--- src/rtl/rf_pkg.sv ---
// Shared types and helpers for the multi-port register file.
// Optional read/write bypass is enabled by defining RF_BYPASS_EN.
package rf_pkg;

    typedef enum logic {RF_IDLE, RF_CLEAR} rf_state_e;

    function automatic int rf_aw(input int depth);
        return $clog2(depth);
    endfunction

endpackage

--- src/rtl/rf_clear_seq.sv ---
// Row-by-row clear sequencer: runs after reset or on clear_req,
// zeroing one row per cycle so the array itself needs no reset.
module rf_clear_seq
    import rf_pkg::*;
#(
    parameter int DEPTH = 256,
    localparam int AW = rf_aw(DEPTH)
) (
    input  logic          clk,
    input  logic          rst_n,
    input  logic          clear_req,
    output logic          busy,
    output logic          clr_we,
    output logic [AW-1:0] clr_addr
);

    rf_state_e     state_q;
    logic [AW-1:0] cnt_q;

    always_ff @(posedge clk) begin
        if (!rst_n) begin
            state_q <= RF_CLEAR;
            cnt_q   <= '0;
        end else begin
            unique case (state_q)
                RF_IDLE: begin
                    if (clear_req) begin
                        state_q <= RF_CLEAR;
                        cnt_q   <= '0;
                    end
                end
                RF_CLEAR: begin
                    // DEPTH is a power of two, so the counter wraps to 0 on exit
                    cnt_q <= cnt_q + 1'b1;
                    if (cnt_q == AW'(DEPTH - 1))
                        state_q <= RF_IDLE;
                end
                default: state_q <= RF_IDLE;
            endcase
        end
    end

    assign busy     = (state_q == RF_CLEAR);
    assign clr_we   = busy;
    assign clr_addr = cnt_q;

endmodule

--- src/rtl/rf_multiport.sv ---
// Multi-port register file: NW write ports, NR registered read ports.
// Define RF_BYPASS_EN to forward same-edge write data to readers.
module rf_multiport
    import rf_pkg::*;
#(
    parameter int BW    = 8,
    parameter int DEPTH = 256,
    parameter int NR    = 2,
    parameter int NW    = 1,
    localparam int AW   = rf_aw(DEPTH)
) (
    input  logic                        clk,
    input  logic                        rst_n,
    input  logic                        chip_en,
    input  logic                        clear_req,
    input  logic [NW-1:0]               write_en_n,
    input  logic [NW-1:0][AW-1:0]       write_addr,
    input  logic signed [NW-1:0][BW-1:0] data_in,
    input  logic [NR-1:0]               read_en,
    input  logic [NR-1:0][AW-1:0]       read_addr,
    output logic signed [NR-1:0][BW-1:0] data_out,
    output logic [NR-1:0]               rd_valid,
    output logic                        busy,
    output logic                        wr_drop
);

    logic signed [BW-1:0] mem [DEPTH];

    logic                 clr_we;
    logic [AW-1:0]        clr_addr;
    logic [NW-1:0]        wr_act;
    logic [NR-1:0][BW-1:0] rd_next;

    rf_clear_seq #(
        .DEPTH(DEPTH)
    ) u_clear_seq (
        .clk      (clk),
        .rst_n    (rst_n),
        .clear_req(clear_req),
        .busy     (busy),
        .clr_we   (clr_we),
        .clr_addr (clr_addr)
    );

    always_comb begin
        for (int j = 0; j < NW; j++)
            wr_act[j] = chip_en && !write_en_n[j] && !busy;
    end

    // Loop order gives the highest-index port the final word
    always_ff @(posedge clk) begin
        if (clr_we) begin
            mem[clr_addr] <= '0;
        end else begin
            for (int j = 0; j < NW; j++)
                if (wr_act[j])
                    mem[write_addr[j]] <= data_in[j];
        end
    end

    always_comb begin
        for (int k = 0; k < NR; k++) begin
            rd_next[k] = mem[read_addr[k]];
`ifdef RF_BYPASS_EN
            for (int j = 0; j < NW; j++)
                if (wr_act[j] && write_addr[j] == read_addr[k])
                    rd_next[k] = data_in[j];
`endif
        end
    end

    always_ff @(posedge clk) begin
        if (!rst_n) begin
            data_out <= '0;
            rd_valid <= '0;
            wr_drop  <= 1'b0;
        end else begin
            for (int k = 0; k < NR; k++) begin
                rd_valid[k] <= chip_en && read_en[k] && !busy;
                if (chip_en && read_en[k] && !busy)
                    data_out[k] <= rd_next[k];
            end
            wr_drop <= busy && chip_en && (~write_en_n != '0);
        end
    end

endmodule
--- config.mk ---
export PLATFORM = sky130hd
export DESIGN_NAME = rf_multiport
export DESIGN_NICKNAME = d
export VERILOG_FILES = /design/src/rtl/rf_pkg.sv /design/src/rtl/rf_clear_seq.sv /design/src/rtl/rf_multiport.sv
export SDC_FILE = /design/constraint.sdc
export NUM_CORES = 2
export LEC_CHECK = 0
export ABC_AREA = 0
export ABC_CLOCK_PERIOD_IN_PS = 16149
export CAP_MARGIN = 5
export CORE_MARGIN = 1.5
export CORE_UTILIZATION = 45
export CTS_CLUSTER_SIZE = 16
export DETAILED_ROUTE_END_ITERATION = 7
export PLACE_DENSITY = 0.69
export SLEW_MARGIN = 5
export SYNTH_ARGS = -nofsm -noshare
export SYNTH_HDL_FRONTEND = slang
export SYNTH_SLANG_ARGS = --single-unit
--- constraint.sdc ---
create_clock -name clk -period 16.15 [get_ports clk]
set_input_delay 3.23 -clock clk [delete_from_list [all_inputs] [get_ports clk]]
set_output_delay 3.23 -clock clk [all_outputs]
set_load 0.01 [all_outputs]
==> metrics.txt <==
outcome finished, violations left; failing checks max-capacitance violations; commonest cells in the netlist 2048 x edfxtp_1, 772 x mux4_2, 509 x mux2i_1, 329 x nor2_1, 224 x nand2_1; drt drc 0; WP data required 16.91 ns; Initial Utilization 45.3%; fin util 49.4%; post-synthesis mux area share 24.2%; syn_nets 5523; Worst Clk Skew 0.0446 ns; min Tclk post-route 7.36 ns; Final Setup Violations 0; Crit path arrival time 8.12 ns; Post-layout nets 5503; setup slack, reg-to-reg 11.30 ns; initial drt markers 10200; Yosys top cell area share 62.4%; worst-path cell with the longest stage delay o2111ai_1; critical path capture point type flop; CTS tree built; pre-CTS setup slack 8.11 ns; top post-synthesis cells by area edfxtp_1 62%, mux4_2 18%, mux2i_1 5.2%, nor2_1 1.3%, mux4_1 1.2%; Synth Area in Compound Gates 5.55%; clk_lat worst skew 0.87 ns; Max Clk Rate 0.136 GHz; Reg area 62100 um^2; Post-CTS Resized 0; Seq/Total Area, Yosys 63.0%; Post-CTS Setup Repair Bufs 0; Post-Syn Area per Cell 18.0 um^2; fin worst setup slack 8.79 ns; FFs w/ async S/R, synth 0%; Core ar. 217000 um^2; DIE WIDTH 471 um; Final Slew Violations 0; leakage 31.0 nW; total chip power 11.3 mW; Hold Slack 0.569 ns; Max-Cap Viols 1; hold wc startpoint u_clear_seq.clr_addr[3]; clock root cell clkbuf_16; first-pass GRT wire length 450000 um; vias in the first global route 58300; GRT Overall Usage 28.7%; dpl hpwl 210000 um; Crit Path Max Fanout 28; placed inst area 101000 um^2; max_slew headroom 1.35%; hold path depth 2; #FFs+latches synth 2076; main flop type after synthesis edfxtp_1; Hold Path End u_clear_seq.clr_addr[3]; CTS Hold Buffers Added 0; post-layout instance area 107000 um^2; post-synth top area cell edfxtp_1; vias 60600; ratio of cells with drive above 1 in the final layout 22.7%; Ys Warns 0; cell with the most instances after synthesis edfxtp_1; drt via density 7.13; Post-synth EDFFs 2048; Reg2Reg Launch Point u_clear_seq.busy; Synth Area in XOR/XNOR 0%; worst reg-to-reg path cell count 6; Synth Area in Adders 0.0127%; worst min path class reg2reg; critical path class in2reg; port bufs 58; Startpoint Class input port; CTS sink count 2076; final critical-path share of the clock period 45.6%; final setup TNS 0 ns; Worst path max stage delay 0.68 ns; initial antenna violation count 20; ANT nets after route 0; average wire per standard cell 38.2 um; Max Root-Sink Buffers 3; synthesized area 98500 um^2; Core Rows 171; FILL cells 17500; RSZ-0062 raised after global routing no; Placer Congestion 0.990; Yosys cell types 83; Post-Synth Simple-Gate Area 3.94%; multi-input logic area 33400 um^2; Cell Pwr Density 105 nW/um^2; chip height 471 um; htree depth 4; Most common cell on crit path buf_4; Crit Reg-Reg Endpoint mem[33][3]; Max VDD drop 0.000120 V; Worst-path clk slew 0.06 ns; crit-path cells buf_4 > buf_4 > buf_4 > nor2b_4 > buf_4 > a22oi_1 > nand3_1 > o21ai_0 > a31oi_1 > o2111ai_1 > o211ai_1; total CTS buffers 202; fin cells 8497; I/O Pins 59; Congestion Overflow GR 0; post-placement cell count 8113; cells after synthesis 5483; Synth-to-Final Area Change 9.04%; largest net degree at the start of global routing 213; main combinational cell family by area after synthesis multiplexers; drt first pass iters 8; die area 222000 um^2; WL final 325000 um; Final Hold Viols 0; Worst-Margin Slew 1.47 ns
-- area by class of cell --
| cell class | instances | share of cell area (%) |
|---|---|---|
| Timing Repair Buffer | 211 | 1.74 |
| Tap cell | 2854 | 3.32 |
| Multi-Input combinational cell | 2962 | 31.1 |
| Clock inverter | 105 | 0.916 |
| Sequential cell | 2076 | 57.8 |
| Inverter | 10 | 0.0419 |
| Clock buffer | 263 | 5.09 |
| Antenna cell | 16 | 0.0373 |
-- cell usage in the layout, fill, tap and decap left out, drive strengths merged, types with 35 or more instances in the layout --
cell type      synthesis  final
a2111oi               51     51
a211oi                57     57
a21oi                 89     89
a22oi                 77     77
and2                  35     35
buf                  295    161
clkbuf               139    263
clkdlybuf4s50          0     50
clkinv                 1     79
edfxtp              2048   2048
mux2i                509    509
mux4                 820    820
nand2                224    224
nand3                 68     68
nor2                 329    329
nor3                  62     62
o21ai                 84     84
o221ai                93     93
o22ai                167    167
-- routing by layer --
layer  GRT usage [%]  vias up  wire length [um]
met5           0.238        -               179
met4            16.3       16             21700
met3            8.44      898             44400
met2            42.9     4942            145000
met1            37.6    31400            114000
li1                -    23300                 -
-- registers in the layout, indices dropped and copies added (netlist names) --
register              cells
rd_valid                  2
mem                    2048
data_out                 16
u_clear_seq.clr_addr      8
wr_drop                   1
u_clear_seq.busy          1
-- where the power goes --
group	total, mW	internal, mW	switching [mW]
Sequential	5.84	5.83	0.00392
Clock	4.71	2.65	2.07
Combinational	0.768	0.273	0.495
Total	11.3	8.75	2.56
-- worst max path at each step --
stage | slack (ns) | end | from | cells past startpoint
floorplan | 8.12 | mem[0][0] | chip_en | 4
global placement | 7.64 | data_out[4] | read_addr[0] | 10
detailed placement | 8.11 | data_out[8] | read_addr[8] | 10
CTS | 8.99 | data_out[8] | read_addr[8] | 10
global route | 8.78 | data_out[8] | read_addr[8] | 10
finish | 8.79 | data_out[8] | read_addr[10] | 11
-- kinds of logic (layout without fill, tap and decap cells) --
group                      count (synthesis)  after routing
muxes                                   1334           1334
other                                      0             16
and+or+nand+nor                          859            859
buffers and inverters                    445            589
adders and majority gates                  1              1
AOI/OAI and AO/OA                        768            768
DFF                                     2076           2076
-- critical path, delay by kind of cell --
family	cells	cell delay, ns
AO/OA/AOI/OAI	5	1.94
buffers and inverters	4	2.06
AND/OR/NAND/NOR	2	0.74
Power figures use the tool's default switching activity.
